<file path="src/rtl/mips_cpu_regfile_pkg.sv">
// Shared types, constants and the read-forwarding rule for the GPR port controller.
package mips_cpu_regfile_pkg;

    typedef enum logic [1:0] {
        IDLE,
        SCAN,
        DONE
    } dump_state_t;

    localparam int REQ_ALU    = 0;
    localparam int REQ_LOAD   = 1;
    localparam int REQ_MULDIV = 2;

    localparam int          NUM_GPR  = 32;
    localparam logic [4:0]  ZERO_REG = 5'd0;

    // $0 reads as zero; otherwise the in-flight write wins over the regfile copy.
    function automatic logic [31:0] fwd_read(
        input logic        we,
        input logic [4:0]  wreg,
        input logic [31:0] wdata,
        input logic [4:0]  rreg,
        input logic [31:0] rdata
    );
        if (rreg == ZERO_REG)
            return 32'd0;
        if (we && (wreg == rreg))
            return wdata;
        return rdata;
    endfunction

endpackage

</file>
<file path="src/rtl/mips_cpu_rr_arbiter.sv">
// Combinational rotating-priority arbiter: the first set request at or after ptr wins.
module mips_cpu_rr_arbiter #(
    parameter  int NREQ = 3,
    localparam int PW   = $clog2(NREQ)
) (
    input  logic [NREQ-1:0] req,
    input  logic [PW-1:0]   ptr,
    output logic [NREQ-1:0] grant
);

    logic found;
    int   idx;

    always_comb begin
        grant = '0;
        found = 1'b0;
        idx   = 0;
        for (int k = 0; k < NREQ; k++) begin
            idx = (int'(ptr) + k) % NREQ;
            if (!found && req[idx]) begin
                grant[idx] = 1'b1;
                found      = 1'b1;
            end
        end
    end

endmodule

</file>
<file path="src/rtl/mips_cpu_regfile_port_ctrl.sv">
// GPR port controller: write-port arbitration, read forwarding and the debug dump sequencer.
module mips_cpu_regfile_port_ctrl
    import mips_cpu_regfile_pkg::*;
#(
    parameter int NREQ  = 3,
    parameter int RR_EN = 1
) (
    input  logic              clk,
    input  logic              reset,
    input  logic [NREQ-1:0]   req_valid,
    input  logic [5*NREQ-1:0] req_reg,
    input  logic [32*NREQ-1:0] req_data,
    output logic [NREQ-1:0]   req_ready,
    output logic              rf_write_enable,
    output logic [4:0]        rf_write_reg,
    output logic [31:0]       rf_write_data,
    output logic [4:0]        rf_read_reg_1,
    output logic [4:0]        rf_read_reg_2,
    input  logic [31:0]       rf_read_data_1,
    input  logic [31:0]       rf_read_data_2,
    input  logic [4:0]        cpu_read_reg_1,
    input  logic [4:0]        cpu_read_reg_2,
    output logic [31:0]       cpu_read_data_1,
    output logic [31:0]       cpu_read_data_2,
    input  logic              cpu_halted,
    output logic              cpu_rd_stall,
    input  logic              dump_start,
    output logic              dump_valid,
    input  logic              dump_ready,
    output logic [4:0]        dump_idx,
    output logic [31:0]       dump_data,
    output logic              dump_done
);

    localparam int PW = $clog2(NREQ);

    logic [PW-1:0]   rr_ptr_q, rr_ptr_d, arb_ptr, gnt_idx;
    logic [NREQ-1:0] grant;
    logic            gnt_any;
    logic [4:0]      gnt_reg;
    logic [31:0]     gnt_data;

    logic            we_q;
    logic [4:0]      wreg_q;
    logic [31:0]     wdata_q;

    dump_state_t     state_q, state_d;
    logic [4:0]      idx_q, idx_d;

    // Fixed priority is the rotating arbiter pinned at requester 0.
    assign arb_ptr = (RR_EN != 0) ? rr_ptr_q : '0;

    mips_cpu_rr_arbiter #(.NREQ(NREQ)) u_arb (
        .req   (req_valid),
        .ptr   (arb_ptr),
        .grant (grant)
    );

    assign req_ready = grant;
    assign gnt_any   = |grant;

    always_comb begin
        gnt_idx  = '0;
        gnt_reg  = '0;
        gnt_data = '0;
        for (int i = 0; i < NREQ; i++) begin
            if (grant[i]) begin
                gnt_idx  = PW'(i);
                gnt_reg  = req_reg[5*i +: 5];
                gnt_data = req_data[32*i +: 32];
            end
        end
        rr_ptr_d = rr_ptr_q;
        if (gnt_any)
            rr_ptr_d = (gnt_idx == PW'(NREQ-1)) ? '0 : gnt_idx + 1'b1;
    end

    // NOTE: state registers use non-blocking assignments so every flop samples pre-edge values.
    always_ff @(posedge clk) begin
        if (reset) begin
            rr_ptr_q <= '0;
            we_q     <= 1'b0;
            wreg_q   <= '0;
            wdata_q  <= '0;
        end else begin
            rr_ptr_q <= rr_ptr_d;
            we_q     <= gnt_any && (gnt_reg != ZERO_REG);
            if (gnt_any) begin
                wreg_q  <= gnt_reg;
                wdata_q <= gnt_data;
            end
        end
    end

    assign rf_write_enable = we_q;
    assign rf_write_reg    = wreg_q;
    assign rf_write_data   = wdata_q;

    // NOTE: every always_comb output gets a default first, so no path can infer a latch.
    always_comb begin
        state_d    = state_q;
        idx_d      = idx_q;
        dump_valid = 1'b0;
        dump_done  = 1'b0;
        unique case (state_q)
            IDLE: begin
                if (dump_start && cpu_halted) begin
                    state_d = SCAN;
                    idx_d   = '0;
                end
            end
            SCAN: begin
                dump_valid = 1'b1;
                if (!cpu_halted)
                    state_d = IDLE;
                else if (dump_ready) begin
                    if (idx_q == 5'(NUM_GPR-1))
                        state_d = DONE;
                    else
                        idx_d = idx_q + 5'd1;
                end
            end
            DONE: begin
                dump_done = 1'b1;
                state_d   = IDLE;
            end
            default: state_d = IDLE;
        endcase
    end

    always_ff @(posedge clk) begin
        if (reset) begin
            state_q <= IDLE;
            idx_q   <= '0;
        end else begin
            state_q <= state_d;
            idx_q   <= idx_d;
        end
    end

    assign cpu_rd_stall  = (state_q == SCAN);
    assign dump_idx      = idx_q;
    assign rf_read_reg_1 = cpu_rd_stall ? idx_q : cpu_read_reg_1;
    assign rf_read_reg_2 = cpu_read_reg_2;

    // While scanning, port 1 carries dump_idx, so cpu_read_data_1 is meaningless (cpu_rd_stall is high).
    assign cpu_read_data_1 = fwd_read(we_q, wreg_q, wdata_q, cpu_read_reg_1, rf_read_data_1);
    assign cpu_read_data_2 = fwd_read(we_q, wreg_q, wdata_q, cpu_read_reg_2, rf_read_data_2);
    assign dump_data       = fwd_read(we_q, wreg_q, wdata_q, idx_q, rf_read_data_1);

endmodule

</file>
<file path="config.mk">
export PLATFORM = sky130hd
export DESIGN_NAME = mips_cpu_regfile_port_ctrl
export DESIGN_NICKNAME = d
export VERILOG_FILES = /design/src/rtl/mips_cpu_regfile_pkg.sv /design/src/rtl/mips_cpu_rr_arbiter.sv /design/src/rtl/mips_cpu_regfile_port_ctrl.sv
export SDC_FILE = /design/constraint.sdc
export NUM_CORES = 1
export LEC_CHECK = 0
export ABC_AREA = 1
export CAP_MARGIN = 25
export CORE_AREA = 2 2 134 136
export CTS_BUF_LIST = sky130_fd_sc_hd__clkbuf_2
export DETAILED_ROUTE_END_ITERATION = 10
export DIE_AREA = 0 0 136 138
export PLACE_DENSITY = 0.7
export SLEW_MARGIN = 20
export SYNTH_ARGS = -nofsm -noshare
export SYNTH_HDL_FRONTEND = slang
export SYNTH_SLANG_ARGS = --single-unit
export TNS_END_PERCENT = 1
</file>
<file path="constraint.sdc">
create_clock -name clk -period 2.2 [get_ports clk]
set_clock_uncertainty 0.05 [all_clocks]
set_input_delay 0.55 -clock clk [delete_from_list [all_inputs] [get_ports clk]]
set_output_delay 0.55 -clock clk [all_outputs]
set_load 0.01 [all_outputs]
</file>
==> Word-level counts from Yosys, hierarchy flattened <==
Cells that the tools add are included.
{ "word_totals": {"regBits": 47, "in_bits": 193, "output_inout_bits": 155, "wordCells": 118} }
{ "op_classes": {"n_addsub": 4, "n_div": 3, "order_cmp": 6, "n_eq_ne": 13, "mux": 63, "n_bitwise": 2, "n_reduce_logical": 21} }
{ "ops": {"columns": ["cell", "n"], "rows": [
  ["$mux 32", 15],
  ["$ge 32x1->1 const B", 3],
  ["$lt 32x4->1 const B", 3],
  ["$mod 32x3->32 const B", 2],
  ["$mux 5", 8],
  ["$mod 3x3->32 const B", 1],
  ["$mux 1", 23],
  ["$eq 5x5->1", 3],
  ["$logic_not 5->1", 3],
  ["$mux 2", 6],
  ["$logic_and 1x1->1", 10],
  ["$pmux 5 s2", 1],
  ["$mux 3", 3],
  ["$bmux 1 s2", 3],
  ["$demux 1 s2", 3],
  ["$ne 2x2->1 const B", 3],
  ["$ne 3x2->1 const B", 2],
  ["$or 3x3->3", 2],
  ["$add 5x1->5 const B", 1],
  ["$eq 5x5->1 const B", 1],
  ["$reduce_and 5->1", 1],
  ["$reduce_bool 5->1", 1],
  ["$eq 2x2->1 const B", 2],
  ["$pmux 2 s2", 1],
  ["10 further kinds", 11]
]} }

==> Longest topological paths before layout <==
Gate-level depths: netlist of the first run.
{ "depth": {"depth_word": 16, "ltp_mapped": 17, "ltp_nobuf": 16} }

==> By module <==
A second synthesis of the first run with hierarchy kept.
{ "hier_totals": {"cells_unflattened": 1017, "area_unflattened_um2": 5114.9} }
{ "modules_own_cells": {"columns": ["mod", "n_inst", "cells_per_inst", "area_each_um2"], "rows": [
  ["mips_cpu_regfile_port_ctrl", 1, 975, 4882.2],
  ["mips_cpu_rr_arbiter", 1, 42, 232.7]
]} }

==> Worst setup path before layout of the first run <==
Ideal clock, no wire load.
{ "synth_timing": {"path_type": "in2out", "start": "in cpu_read_reg_2[3]", "end": "out cpu_read_data_2[10]", "t_arrival_ps": 1769, "setup_slack_ps": -169, "cell_stages": 5, "path_buffers": 1, "path_cell_list": "xor2_1 > a211oi_1 > clkbuf_1 > nand4_1 > a21oi_1"} }
{ "synth_between": {"elab_chain_cells": 6, "word_cells_on_any_way": 9, "classes_between": "eq/ne (1); mux (6); reduce/logical (2)"} }
{ "synth_rtl": {"columns": ["element", "line", "rtl"], "rows": [
  ["from (decl)", "mips_cpu_regfile_port_ctrl.sv:22", "input logic [4:0] cpu_read_reg_2,"],
  ["$eq 5x5->1", "mips_cpu_regfile_pkg.sv:27", "if (we && (wreg == rreg))"],
  ["$logic_and 1x1->1", "mips_cpu_regfile_pkg.sv:27", null],
  ["$mux 1 (2 in series)", "mips_cpu_regfile_pkg.sv:27", null],
  ["$mux 32", "mips_cpu_regfile_pkg.sv:29", "return rdata;"],
  ["$mux 32 (*)", "mips_cpu_regfile_pkg.sv:27", null],
  ["to (decl)", "mips_cpu_regfile_port_ctrl.sv:24", "output logic [31:0] cpu_read_data_2,"]
]} }
Mark *: on every way between the ends. The rest lies on a longest branch, timed or not. The select of a mux whose other input is x is not followed.

==> Worst setup path in the final report of the first run <==
{ "layout_timing": {"start": "reg idx_q[4] (netlist: dump_idx[4])", "end": "out dump_data[22]"} }
{ "layout_between": {"elab_chain_cells": 6, "word_cells_on_any_way": 9, "classes_between": "eq/ne (1); mux (6); reduce/logical (2)"} }
{ "layout_rtl": {"columns": ["element", "line", "rtl"], "rows": [
  ["from (decl)", "mips_cpu_regfile_port_ctrl.sv:48", "logic [4:0] idx_q, idx_d;"],
  ["from (signal assigned)", "mips_cpu_regfile_port_ctrl.sv:137", "idx_q <= idx_d;"],
  ["$eq 5x5->1", "mips_cpu_regfile_pkg.sv:27", null],
  ["$logic_and 1x1->1", "mips_cpu_regfile_pkg.sv:27", null],
  ["$mux 1 (2 in series)", "mips_cpu_regfile_pkg.sv:27", null],
  ["$mux 32", "mips_cpu_regfile_pkg.sv:29", null],
  ["$mux 32 (*)", "mips_cpu_regfile_pkg.sv:27", null],
  ["to (decl)", "mips_cpu_regfile_port_ctrl.sv:31", "output logic [31:0] dump_data,"]
]} }
Marks and branches as above.

==> flow_metrics.env, run 1 <==
export IMPL_status="finished with violations"
export IMPL_max_freq_mhz=339.4
export IMPL_worstSetupEndpointType="output pin"
export IMPL_numClockSinks=47
export IMPL_hold_end="rf_write_data[17]"
export IMPL_path_common_cell="buf_12"
export IMPL_rr_startpoint="arb_ptr[0]"
export IMPL_layout_commonest_cell="clkdlybuf4s50_1"
export IMPL_finalSetupViolCount=138
export IMPL_synth_area_sq_mm=0.004587
export IMPL_worstSetupPathType="flop to output pin"
export IMPL_power_density_mw_per_mm2=921.3
export IMPL_fp_row_count=49
export IMPL_drtAntennaViolNets=0
export IMPL_largest_reg_flops=32
export IMPL_clk_latency_ns=0.48
export IMPL_detail_route_wl_per_cell_um=19.12
export IMPL_cts_tree="built"
export IMPL_worst_setup_path_start_kind="flop"
export IMPL_htreeDepth=2
export IMPL_ys_types=35
export IMPL_ir_drop_uv=512.9
export IMPL_yosysWarnings=0
export IMPL_worstRegToRegCells=17
export IMPL_post_dp_cell_area_sq_mm=0.009258
export IMPL_synth_nets=943
export IMPL_max_slew_margin_pct=65.50
export IMPL_cts_root_buf="clkbuf_2"
export IMPL_cap_viol_max_count=0
export IMPL_grt_start_max_net_pins=39
export IMPL_clkTransAtPathRegs_ns=0.32
export IMPL_fin_crit_sh_pct=133.9
export IMPL_reg2reg_slack_ns=-0.19
export IMPL_slowest_stage="dfxtp_2"
export IMPL_core_area_sq_mm=0.01753
export IMPL_drc=0
export IMPL_violations="setup timing"
export IMPL_synth_largest_area_cell="dfxtp_1"
export IMPL_gp_congestion=0.8629
export IMPL_clockBufferDepth=2
export IMPL_portBuffers=347
export IMPL_dp_hpwl_um=19810
export IMPL_ys_seq_area_share_pct=20.51
export IMPL_holdPathStages=2
export IMPL_design_power_total_w=0.009148
export IMPL_min_period_ns=2.947
export IMPL_cp_num_buf_inv=4
export IMPL_antenna_found_initial=1
export IMPL_die_area_sq_mm=0.01877
export IMPL_cts_hold_buf=0
export IMPL_routed_wl_um=26910
export IMPL_stdcell_area_sq_mm=0.009930
export IMPL_post_route_worst_setup_slack_ns=-0.7467
export IMPL_numCtsBuffers=5
export IMPL_fp_dieH_um=138
export IMPL_worst_pin_slew_ns=0.5175
export IMPL_drv_slew=0
export IMPL_post_route_cells_drive_above_1_share_pct=41.04
export IMPL_initial_core_util_pct=26.16
export IMPL_grt_ovfl_total=0
export IMPL_leakagePower_nw=4.509
export IMPL_ios=348
export IMPL_grt_first_pass_wirelength_um=39910
export IMPL_cp_required_ns=1.60
export IMPL_drt_vias_per_instance=5.138
export IMPL_min_from="reset"
export IMPL_vias=7229
export IMPL_fillers=1685
export IMPL_syn_to_final_growth_pct=116.5
export IMPL_syn_inst=743
export IMPL_finalHoldViolCount=0
export IMPL_final_cell_mix="clkdlybuf4s50_1, nand2_1, buf_2, buf_4, a21oi_1"
export IMPL_worst_path_stages=8
export IMPL_syn_area_per_cell_sq_um=6.173
export IMPL_min_path_type="primary input to flop"
export IMPL_cp_arrival_ns=2.35
export IMPL_crit_chain="xor2_1 -> nor3_2 -> o2111ai_4 -> buf_12 -> buf_12 -> buf_8 -> a211oi_1 -> buf_2"
export IMPL_ys_top_cells_by_area="dfxtp_1, nand2_1, a211oi_1"
export IMPL_grt_util_all_layers_pct=27.52
export IMPL_rsz0062_at_grt="yes"
export IMPL_final_nets=1376
export IMPL_grt_pass1_vias=7126
export IMPL_rr_endpoint="rf_write_data[17]"
export IMPL_max_stage_delay_ns=0.41
export IMPL_yosysTopAreaCellShare_pct=20.51
export IMPL_synth_seq_cells=47
export IMPL_die_x_um=136
export IMPL_path_delay_family="buffers and inverters"
export IMPL_firstDrtPassIters=5
export IMPL_crit_path_max_fanout=6
export IMPL_drt_iter0_drc=305
logic make-up (layout without fill, tap and decap cells):
kind of cell | Yosys count | after routing | share of synthesized area, %
simple gates | 347 | 347 | 33.88
compound gates | 200 | 200 | 28.89
buf+inv | 138 | 572 | 14.05
flops | 47 | 47 | 20.51
fa+ha+maj | 7 | 7 | 1.909
xor+xnor | 4 | 4 | 0.7639
other cells | 0 | 1 | 0
where the power goes:
| group | total [W] | internal, W | switching (W) | leakage, nW |
|---|---|---|---|---|
| Combinational | 0.00711 | 0.00337 | 0.00374 | 4.06 |
| Clock | 0.000455 | 0.0000914 | 0.000363 | 0.0315 |
| Sequential | 0.00159 | 0.00119 | 0.000401 | 0.413 |
| Total | 0.00915 | 0.00465 | 0.00450 | 4.51 |
layer usage:
| layer | GRT usage [%] | vias up | wire length, um |
|---|---|---|---|
| met5 | 0 | - | 0 |
| met4 | 10.64 | 0 | 982 |
| met3 | 6.087 | 53 | 2086 |
| met2 | 49.72 | 320 | 13390 |
| met1 | 31.06 | 3423 | 10450 |
| li1 | - | 3433 | - |
stage by stage:
step	hold slack [ns]	setup WS, ns	TNS (ns)	cells	utilization, %
after floorplan	0.4219	-0.06284	-2.924	743	-
after global placement	0.4436	-1.095	-114.33	1376	52.80
after detailed placement	0.4636	-1.179	-118.10	1376	52.80
after CTS	0.3892	-0.7385	-72.11	1405	54.93
after global routing	0.4182	-0.8641	-83.26	1407	56.63
final	0.4463	-0.7467	-67.46	1407	56.63
worst max-delay path by stage:
stage / start / end / slack [ns]
after global placement: cpu_read_reg_1[0] / cpu_read_data_1[22] / -1.09
final: dump_idx[4] / dump_data[22] / -0.75
after floorplan: cpu_read_reg_1[0] / cpu_read_data_1[10] / -0.06
after global routing: dump_idx[4] / dump_data[29] / -0.86
after CTS: dump_idx[2] / dump_data[7] / -0.74
after detailed placement: cpu_read_reg_2[0] / cpu_read_data_2[1] / -1.18
area by class of cell:
cell class | count | area [sq um] | area share (%)
clock buffer | 5 | 25.02 | 0.2520
sequential | 47 | 1070 | 10.77
tap | 229 | 286.5 | 2.886
multi-input combinational | 558 | 3691 | 37.17
antenna | 1 | 2.502 | 0.02520
inverter | 73 | 286.5 | 2.886
clock inverter | 3 | 27.53 | 0.2772
timing repair buffer | 491 | 4541 | 45.73
timing repair:
action                                  4_1_cts  5_1_grt
endpoints found under the setup margin      190      168
setup buffers                                15        0
resized for setup                           623       99
gates cloned                                  7        1
pin swaps                                    29       13
endpoints found under the hold margin         0        0
synth_stat cells:
library cell	number
a211oi_1	67
nand2_1	150
buf_6	6
inv_1	64
nor2_4	3
nor2_1	83
a41oi_2	10
nand2_2	3
a41oi_1	3
xnor2_1	1
o21ai_0	10
nand4_1	34
dfxtp_1	47
o2111ai_1	1
a221oi_1	3
nand3_1	54
nor3_1	7
buf_12	1
buf_4	14
and2_1	1
nand3b_1	1
a21oi_1	98
ha_1	7
o21ai_4	1
nor3b_1	4
clkbuf_1	34
inv_2	9
nor4_1	1
o22ai_1	5
nor2_2	1
xor2_1	3
buf_2	10
o21ai_1	2
nand2_4	2
nand3_2	3
Power figures use the tool's default switching activity.
==> run 2: changes to the inputs <==
--- a/config.mk
+++ b/config.mk
@@ -11,7 +11,7 @@
 export CTS_BUF_LIST = sky130_fd_sc_hd__clkbuf_2
 export DETAILED_ROUTE_END_ITERATION = 10
 export DIE_AREA = 0 0 136 138
-export PLACE_DENSITY = 0.7
+export PLACE_DENSITY = 0.68
 export SLEW_MARGIN = 20
 export SYNTH_ARGS = -nofsm -noshare
 export SYNTH_HDL_FRONTEND = slang
==> run 2 against run 1 <==
Compared with the run above: global-route usage up 0.63 points; via count up 0.59%; largest power group unchanged; register-to-register slack improved by 0.07 ns; critical path depth rose by 2; die area unchanged; non-clock buffer count is 1 lower; worst hold slack improved by 0.016 ns; the run still ends with setup timing left; core utilization is 0.23 points higher; combinational power increased by 2%; worst setup slack better by 0.026 ns; cell area is 0.40% higher.
==> flow_metrics.env, run 2 (same netlist as run 1, synthesis figures left out) <==
export IMPL_min_period_ns=2.920
export IMPL_finalSetupViolCount=139
export IMPL_grt_pass1_vias=7360
export IMPL_grt_util_all_layers_pct=28.16
export IMPL_routed_wl_um=27450
export IMPL_cts_hold_buf=0
export IMPL_slowest_stage="dfxtp_4"
export IMPL_cts_root_buf="clkbuf_2"
export IMPL_gp_congestion=0.8740
export IMPL_final_nets=1375
export IMPL_ir_drop_uv=720.6
export IMPL_netSwitchingPower_w=0.004487
export IMPL_ios=348
export IMPL_clkTransAtPathRegs_ns=0.27
export IMPL_worst_setup_path_start_kind="flop"
export IMPL_post_route_worst_setup_slack_ns=-0.7205
export IMPL_rsz0062_at_grt="yes"
export IMPL_numCtsBuffers=5
export IMPL_drc=0
export IMPL_initial_core_util_pct=26.16
export IMPL_core_area_sq_mm=0.01753
export IMPL_crit_path_max_fanout=4
export IMPL_p_seq_share_pct=16.5
export IMPL_syn_to_final_growth_pct=117.3
export IMPL_drt_iter0_drc=389
export IMPL_cap_viol_max_count=0
export IMPL_cp_arrival_ns=2.32
export IMPL_cp_required_ns=1.60
export IMPL_clk_latency_ns=0.46
export IMPL_fin_crit_sh_pct=132.7
export IMPL_grt_first_pass_wirelength_um=41330
export IMPL_portBuffers=347
export IMPL_max_slew_margin_pct=64.49
export IMPL_worstSetupPathType="flop to output pin"
export IMPL_post_route_cells_drive_above_1_share_pct=40.82
export IMPL_layout_commonest_cell="clkdlybuf4s50_1"
export IMPL_drtAntennaViolNets=0
export IMPL_drt_vias_per_instance=5.172
export IMPL_violations="setup timing"
export IMPL_max_freq_mhz=342.4
export IMPL_fp_row_count=49
export IMPL_hold_worst_slack_ns=0.4622
export IMPL_finalHoldViolCount=0
export IMPL_clockBufferDepth=2
export IMPL_netSwitchingFraction_pct=48.28
export IMPL_worst_pin_slew_ns=0.5327
export IMPL_clkPwrFrac_pct=5.7
export IMPL_power_density_mw_per_mm2=932.1
export IMPL_cts_tree="built"
export IMPL_dp_hpwl_um=19870
export IMPL_worstSetupEndpointType="output pin"
export IMPL_numClockSinks=47
export IMPL_htreeDepth=2
export IMPL_dp_slack_ns=-1.148
export IMPL_min_path_type="flop to flop"
export IMPL_die_x_um=136
export IMPL_detail_route_wl_per_cell_um=19.52
export IMPL_drv_slew=0
export IMPL_leakagePower_nw=4.400
export IMPL_grt_start_max_net_pins=33
export IMPL_path_common_cell="buf_6"
export IMPL_largest_reg_flops=32
export IMPL_die_area_sq_mm=0.01877
export IMPL_status="finished with violations"
export IMPL_vias=7272
export IMPL_comb_power_share_pct=77.8
export IMPL_fillers=1673
export IMPL_firstDrtPassIters=5
export IMPL_fp_dieH_um=138
export IMPL_p_int_w=0.004807
export IMPL_crit_chain="buf_6 -> o22ai_2 -> nor3_2 -> buf_4 -> o2111ai_4 -> buf_12 -> buf_16 -> buf_6 -> a211oi_2 -> buf_2"
export IMPL_final_cell_mix="clkdlybuf4s50_1, nand2_1, buf_2, buf_4, a21oi_1"
export IMPL_antenna_found_initial=2
export IMPL_max_stage_delay_ns=0.43
export IMPL_grt_ovfl_total=0
export IMPL_post_route_util_pct=56.86
run 2: worst max-delay path, delay by kind of cell (launching register included):
| family | cells | cell delay, ns |
|---|---|---|
| AND/OR/NAND/NOR | 1 | 0.19 |
| buffers and inverters | 6 | 0.85 |
| flip-flops | 1 | 0.43 |
| AO/OA/AOI/OAI | 3 | 0.41 |
run 2: area by class of cell:
cell class	count	area, sq um	share of cell area (%)
well taps	229	286.5	2.874
clock buffers	5	25.02	0.2510
flip-flops and latches	47	1027	10.30
repair buffers	490	4607	46.21
diodes	1	2.502	0.02510
multi-input cells	558	3687	36.99
inverters	73	286.5	2.874
clock inverters	3	47.55	0.4769
run 2: timing repair:
action,CTS,global route
buffers inserted,21,0
resized for setup,616,69
pin swaps,37,8
cloned,7,0
setup endpoints to repair,173,174
run 2: worst paths after layout:
| kind | to | slack, ns | cells past startpoint | startpoint |
|---|---|---|---|---|
| setup reg to reg | rf_write_data[14] | -0.12 | 16 | arb_ptr[0] |
| hold / removal | rf_write_data[11] | 0.46 | 2 | rf_write_data[11] |
| setup / recovery | dump_data[27] | -0.72 | 10 | rf_write_reg[3] |
| hold reg to reg | rf_write_data[11] | 0.46 | 2 | rf_write_data[11] |
run 2: layer usage:
layer | track usage (%) | part of all wire [%] | vias to the layer above | wire length [um]
met5 | 0 | 0 | - | 0
met4 | 11.40 | 4.0 | 0 | 1092
met3 | 6.051 | 8.1 | 70 | 2232
met2 | 49.72 | 50 | 329 | 13630
met1 | 32.63 | 38 | 3439 | 10490
li1 | - | - | 3434 | -
run 2: power groups by stage:
stage | registers, W | clock network (W) | logic (W)
CTS | 0.00148 | 0.000548 | 0.00712
floorplan | 0.00143 | 0 | 0.00307
finish | 0.00153 | 0.000529 | 0.00723
global placement | 0.00145 | 0 | 0.00642
global route | 0.00156 | 0.000587 | 0.00776
detailed placement | 0.00145 | 0 | 0.00649
run 2: metrics by stage:
step	std cells	TNS (ns)	area [sq um]	total power, W
after floorplan	743	-2.924	4785	0.004501
after global placement	1369	-112.06	9295	0.007877
after detailed placement	1369	-113.05	9295	0.007945
after CTS	1405	-62.72	9824	0.009151
after global routing	1406	-82.27	9970	0.009910
final	1406	-62.85	9970	0.009293
==> run 3: changes to the inputs <==
--- a/config.mk
+++ b/config.mk
@@ -12,7 +12,7 @@
 export DETAILED_ROUTE_END_ITERATION = 10
 export DIE_AREA = 0 0 136 138
 export PLACE_DENSITY = 0.68
-export SLEW_MARGIN = 20
+export SLEW_MARGIN = 10
 export SYNTH_ARGS = -nofsm -noshare
 export SYNTH_HDL_FRONTEND = slang
 export SYNTH_SLANG_ARGS = --single-unit
==> results of run 3 <==
No change in the layout: final DEF, timing and power equal those of run 2.
